$ cat src/rtl/serial_cmd_defs_pkg.sv
// Shared definitions for the serial command path (encoder and decoder):
// framing bytes, payload limits and FSM state encodings.
package serial_cmd_defs_pkg;

   localparam logic [7:0]  SOF_BYTE          = 8'hFF;
   localparam logic [7:0]  EOF_BYTE          = 8'hEE;
   localparam int unsigned MAX_PAYLOAD_BYTES = 8;
   localparam int unsigned FRAME_OVERHEAD    = 5;

   typedef logic [MAX_PAYLOAD_BYTES-1:0][7:0] payload_t;

   typedef enum logic [1:0] {
      ST_IDLE = 2'd0,
      ST_SEND = 2'd1,
      ST_DONE = 2'd2
   } state_e;

   // Total bytes on the wire for a frame carrying len payload bytes.
   function automatic logic [7:0] frame_len(input logic [3:0] len);
      return 8'(len) + 8'(FRAME_OVERHEAD);
   endfunction

endpackage

$ cat src/rtl/serial_cmd_checksum.sv
// Frame checksum: XOR of code, zero-extended len and the first len payload bytes.
module serial_cmd_checksum
   import serial_cmd_defs_pkg::*;
(
   input  logic [7:0] code_i,
   input  logic [3:0] len_i,
   input  payload_t   payload_i,
   output logic [7:0] chk_o
);

   always_comb begin
      chk_o = code_i ^ {4'h0, len_i};
      for (int i = 0; i < MAX_PAYLOAD_BYTES; i++) begin
         if (4'(i) < len_i) begin
            chk_o = chk_o ^ payload_i[i];
         end
      end
   end

endmodule

$ cat src/rtl/serial_cmd_encoder.sv
// Response framer: latches one response, pushes SOF/CODE/LEN/payload/CHK/EOF into
// the TX FIFO under backpressure, then holds rsp_sent until acknowledged.
module serial_cmd_encoder
   import serial_cmd_defs_pkg::*;
#(
   parameter logic [7:0]  SOF         = SOF_BYTE,
   parameter logic [7:0]  EOF         = EOF_BYTE,
   parameter int unsigned MAX_PAYLOAD = MAX_PAYLOAD_BYTES
) (
   input  logic       clk,
   input  logic       rst,
   input  logic       rsp_ready,
   input  logic [7:0] rsp_code,
   input  logic [3:0] rsp_len,
   input  logic [7:0] rsp_payload_r0,
   input  logic [7:0] rsp_payload_r1,
   input  logic [7:0] rsp_payload_r2,
   input  logic [7:0] rsp_payload_r3,
   input  logic [7:0] rsp_payload_r4,
   input  logic [7:0] rsp_payload_r5,
   input  logic [7:0] rsp_payload_r6,
   input  logic [7:0] rsp_payload_r7,
   input  logic       fifo_full,
   output logic       fifo_push,
   output logic [7:0] fifo_data,
   output logic       rsp_busy,
   output logic       rsp_sent,
   input  logic       rsp_sent_received,
   output logic [7:0] rsp_bytes_sent,
   output logic       rsp_encode_success,
   output state_e     dbg_state
);

   state_e     state_q;
   logic [3:0] idx_q;
   logic [7:0] code_q;
   logic [3:0] len_q;
   payload_t   payload_q;
   logic [7:0] bytes_sent_q;
   logic       success_q;
   logic       sent_q;
   logic       busy_q;

   logic [7:0] chk_d;
   logic [7:0] frame_byte_d;
   logic [2:0] pay_idx_d;
   logic       last_byte_d;
   logic       push_d;

   serial_cmd_checksum u_checksum (
      .code_i    (code_q),
      .len_i     (len_q),
      .payload_i (payload_q),
      .chk_o     (chk_d)
   );

   // Byte positions 3..len+2 are payload; CHK and EOF follow at len+3 and len+4.
   always_comb begin
      pay_idx_d    = 3'(idx_q - 4'd3);
      last_byte_d  = (idx_q == len_q + 4'd4);
      frame_byte_d = 8'h00;
      if (idx_q == 4'd0) begin
         frame_byte_d = SOF;
      end else if (idx_q == 4'd1) begin
         frame_byte_d = code_q;
      end else if (idx_q == 4'd2) begin
         frame_byte_d = {4'h0, len_q};
      end else if (idx_q == len_q + 4'd3) begin
         frame_byte_d = chk_d;
      end else if (last_byte_d) begin
         frame_byte_d = EOF;
      end else begin
         frame_byte_d = payload_q[pay_idx_d];
      end
   end

   assign push_d    = (state_q == ST_SEND) && !fifo_full;
   assign fifo_push = push_d;
   assign fifo_data = (state_q == ST_SEND) ? frame_byte_d : 8'h00;

   always_ff @(posedge clk) begin
      if (rst) begin
         state_q      <= ST_IDLE;
         idx_q        <= 4'd0;
         code_q       <= 8'h00;
         len_q        <= 4'd0;
         payload_q    <= '0;
         bytes_sent_q <= 8'h00;
         success_q    <= 1'b0;
         sent_q       <= 1'b0;
         busy_q       <= 1'b0;
      end else begin
         case (state_q)
            ST_IDLE: begin
               if (rsp_ready) begin
                  code_q    <= rsp_code;
                  len_q     <= rsp_len;
                  payload_q <= {rsp_payload_r7, rsp_payload_r6, rsp_payload_r5, rsp_payload_r4,
                                rsp_payload_r3, rsp_payload_r2, rsp_payload_r1, rsp_payload_r0};
                  idx_q     <= 4'd0;
                  busy_q    <= 1'b1;
                  if (rsp_len > 4'(MAX_PAYLOAD)) begin
                     state_q      <= ST_DONE;
                     success_q    <= 1'b0;
                     bytes_sent_q <= 8'h00;
                     sent_q       <= 1'b1;
                  end else begin
                     state_q <= ST_SEND;
                  end
               end
            end
            ST_SEND: begin
               if (push_d) begin
                  if (last_byte_d) begin
                     state_q      <= ST_DONE;
                     success_q    <= 1'b1;
                     bytes_sent_q <= frame_len(len_q);
                     sent_q       <= 1'b1;
                  end else begin
                     idx_q <= idx_q + 4'd1;
                  end
               end
            end
            ST_DONE: begin
               // Acknowledge wins over a coincident request; the request is retaken from IDLE.
               if (rsp_sent_received) begin
                  state_q <= ST_IDLE;
                  idx_q   <= 4'd0;
                  sent_q  <= 1'b0;
                  busy_q  <= 1'b0;
               end
            end
            default: begin
               state_q <= ST_IDLE;
               idx_q   <= 4'd0;
               sent_q  <= 1'b0;
               busy_q  <= 1'b0;
            end
         endcase
      end
   end

   assign rsp_busy           = busy_q;
   assign rsp_sent           = sent_q;
   assign rsp_bytes_sent     = bytes_sent_q;
   assign rsp_encode_success = success_q;
   assign dbg_state          = state_q;

endmodule
$ cat config.mk
export PLATFORM = sky130hd
export DESIGN_NAME = serial_cmd_encoder
export DESIGN_NICKNAME = d
export VERILOG_FILES = /design/src/rtl/serial_cmd_defs_pkg.sv /design/src/rtl/serial_cmd_checksum.sv /design/src/rtl/serial_cmd_encoder.sv
export SDC_FILE = /design/constraint.sdc
export NUM_CORES = 1
export LEC_CHECK = 0
export BUFFER_PORTS_ARGS = -buffer_cell sky130_fd_sc_hd__buf_2
export CORE_MARGIN = 2
export CORE_UTILIZATION = 59
export DETAILED_ROUTE_END_ITERATION = 10
export GPL_ROUTABILITY_DRIVEN = 0
export PLACE_DENSITY = 0.81
export SYNTH_ARGS = -nofsm -noshare
export SYNTH_HDL_FRONTEND = slang
export SYNTH_SLANG_ARGS = --single-unit
$ cat constraint.sdc
create_clock -name clk -period 5.6 [get_ports clk]
set_input_delay 1.12 -clock clk [delete_from_list [all_inputs] [get_ports clk]]
set_output_delay 1.12 -clock clk [all_outputs]
set_load 0.01 [all_outputs]
==> qor.yml <==
synth-edff-count: 0
timing.critical_path.from_type: "flip-flop"
register_area_mm2: 0.00180
run_status: "finished, final reports clean"
wl_um: 15400
coreArea_mm2: 0.00924
crit_slowest_cell: "sky130_fd_sc_hd__ha_1"
cp_data_arrival_time_ns: 3.95
tritoncts: "built"
cts_root_buffer: "sky130_fd_sc_hd__clkbuf_8"
maxSlewViolCount: 0
post_route_insts_no_fill: 919
num_rows: 35
vias_after_detailed_routing: 5476
antenna-diode-count: 0
grt_antenna_before_repair: 0
critical_path_peak_fanout: 29
crit_buf_inv: 2
netSwitchingPower_mw: 0.594
grt.total_usage: 0.305
areaGrowthSynthToFinish_pct: 11.5
timing_worst_setup_path_type: "flip-flop to output pin"
final_hold_viols: 0
rsz_0062_raised_after_global_routing: "false"
switching_share: 0.335
power.sequential.fraction: 0.437
worst_slew_margin_rel: 0.222
timing.critical_path.slowest_cell_delay_ns: 0.86
number_of_distinct_library_cells_after_synthesis: 57
postCtsHoldBufs: 0
cts_max_path_buffers: 2
wire_per_inst_um: 16.8
antenna_left: 0
async_reset_ff_frac: 0
dpl.cell_count: 903
maxClockFrequency_mhz: 197
port_buffers: 99
synth_cells: 724
critical_path.top_delay_family: "simple AND/OR/NAND/NOR gates"
fin_setup_tns_ns: 0
drt-initial-drc-count: 547
critical_path_capture_point_type: "output pin"
wire_length_of_the_first_global_routing_pass_um: 24500
post_synth.cell_area_avg_um2: 7.72
dp_hpwl_um: 11000
post_synth_instance_area_mm2: 0.00559
critical_path_required_ns: 4.48
max_cap_viol_count: 0
hp-class: "flip-flop to flip-flop"
ys.flop_type: "sky130_fd_sc_hd__dfxtp_1"
drive_gt1_frac: 0.187
htreeDepth: 3
leakage_nw: 2.43
die_y_um: 101
first_global_vias: 4981
power_per_cell_area_mw_per_mm2: 284
detailed_router_iteration_count_before_antenna_repair: 7
clk_latency_ns: 0.37
synth.ff_latch_count: 90
routed_via_count_divided_by_cell_count: 5.96
ioPinCount: 103
worstMarginPinSlew_ns: 1.16
timing.critical_path.cells: "inv_1 > ha_1 > nand2_1 > a21oi_1 > a311oi_2 > xnor2_1 > xor2_1 > or4b_1 > a31oi_1 > buf_2"
gr-total-overflow: 0
ctsResizeCount: 0
synth.yosys.seq_area_share: 0.322
cell_internal_pwr_mw: 1.18
multi_input_comb_area_mm2: 0.00347
period_share: 0.905
ys.warnings.count: 0
most_frequent_standard_cell_in_the_layout_excluding_fill_and_tap_cells: "sky130_fd_sc_hd__nand2_1"
final.setup_skew_ns: 0.00830
most_frequent_cells_in_the_layout: "sky130_fd_sc_hd__nand2_1 (193), sky130_fd_sc_hd__a21oi_1 (134), sky130_fd_sc_hd__buf_2 (99), sky130_fd_sc_hd__dfxtp_1 (90), sky130_fd_sc_hd__xnor2_1 (36)"
clock_sink_count: 90
grt_start_max_net_pins: 91
die_width_um: 101
nNetsFinal: 877
timing.final.crit_period_ns: 5.07
detail_route.drc_violations: 0
num-fill-cells: 805
cts_made_buffers: 9
pwr-share-comb: 0.273
initial_core_util: 0.605
post_cts.repair.setup_buffers: 0
dieArea_mm2: 0.0103
worst_setup_hold_path_clk_slew_ns: 0.09
irDropWorstVdd_v: 0.000201
clkPwrFrac: 0.290
report.final.setup_viol: 0
==> routing by layer <==
layer	global-route usage	up-vias	share of wire
met5	0	-	0
met4	0.143	0	0.043
met3	0.0545	61	0.099
met2	0.492	307	0.47
met1	0.397	2490	0.39
li1	-	2618	-
==> final cells by class <==
type                       count  share of cell area
multi-input combinational    571               0.556
sequential                    90               0.289
timing repair buffer         104              0.0855
tap                          129              0.0259
clock buffer                  11              0.0243
clock inverter                 5              0.0136
inverter                       9             0.00542
==> power by group through the flow <==
stage,Clock [mW],Combinational (mW),Sequential [mW]
6_report,0.515,0.484,0.774
2_1_floorplan,0,0.383,0.751
3_5_place_dp,0,0.476,0.784
5_1_grt,0.548,0.536,0.779
4_1_cts,0.522,0.479,0.769
3_3_place_gp,0,0.461,0.780
==> kinds of logic after synthesis <==
| kind of cell | share of synthesized area |
|---|---|
| adders and majority gates | 0.0246 |
| other | 0.000670 |
| AOI/OAI and AO/OA | 0.209 |
| and+or+nand+nor | 0.216 |
| xor gates and xnor gates | 0.0872 |
| buffers and inverters | 0.0593 |
| DFF | 0.322 |
| muxes | 0.0812 |
==> tightest hold or removal path, cell delays in order, from the launching register on <==
cell and delay (ns):
sky130_fd_sc_hd__dfxtp_1 0.34, sky130_fd_sc_hd__nand2_1 0.06, sky130_fd_sc_hd__a21oi_1 0.05
==> registers in the layout (all words and copies together), names as in the netlist <==
| register | count |
|---|---|
| rsp_bytes_sent | 5 |
| rsp_sent | 1 |
| code_q | 8 |
| payload_q | 64 |
| idx_q | 4 |
| rsp_busy | 1 |
| rsp_encode_success | 1 |
| len_q | 4 |
| dbg_state | 2 |
==> synth_stat cells (all sizes together) (2+ instances only) <==
cell	n	share of area
a2111oi	3	0.0058
a211o	2	0.0031
a211oi	3	0.0040
a21boi	3	0.0040
a21oi	135	0.12
a22oi	8	0.011
a311oi	9	0.015
a31oi	3	0.0034
and2	2	0.0022
buf	19	0.027
clkbuf	37	0.027
dfxtp	90	0.32
ha	11	0.025
inv	8	0.0054
mux2	3	0.0060
mux2i	6	0.011
mux4	16	0.064
nand2	195	0.13
nand2b	12	0.013
nand3	17	0.016
nand3b	2	0.0027
nand4	2	0.0022
nor2	25	0.017
nor2b	4	0.0045
nor3	2	0.0018
nor3b	4	0.0054
nor4	2	0.0022
o21ai	18	0.016
o22ai	7	0.0078
o31ai	5	0.0067
or2b	5	0.0074
or4	4	0.0054
xnor2	36	0.056
xnor3	3	0.012
xor2	12	0.019
==> per-stage QoR <==
stage / hold slack (ns) / power [mW] / util / instance area [um2] / setup WS [ns]
floorplan: 0.442 / 1.13 / - / 5600 / 1.84
global placement: 0.466 / 1.24 / 0.649 / 6000 / 1.11
detailed placement: 0.475 / 1.26 / 0.649 / 6000 / 1.02
CTS: 0.489 / 1.77 / 0.675 / 6240 / 0.616
global route: 0.508 / 1.86 / 0.675 / 6240 / 0.218
finish: 0.489 / 1.77 / 0.675 / 6240 / 0.530
==> worst paths after layout <==
kind / from / endpoint / slack [ns] / depth (start not counted)
worst max register to register: len_q[3] / rsp_bytes_sent[1] / 2.60 / 7
worst min register to register: payload_q[23] / payload_q[23] / 0.49 / 2
worst min-delay path: payload_q[23] / payload_q[23] / 0.49 / 2
worst max-delay path: len_q[3] / fifo_data[3] / 0.53 / 10
Note: power is estimated with default switching activity, not from simulation.
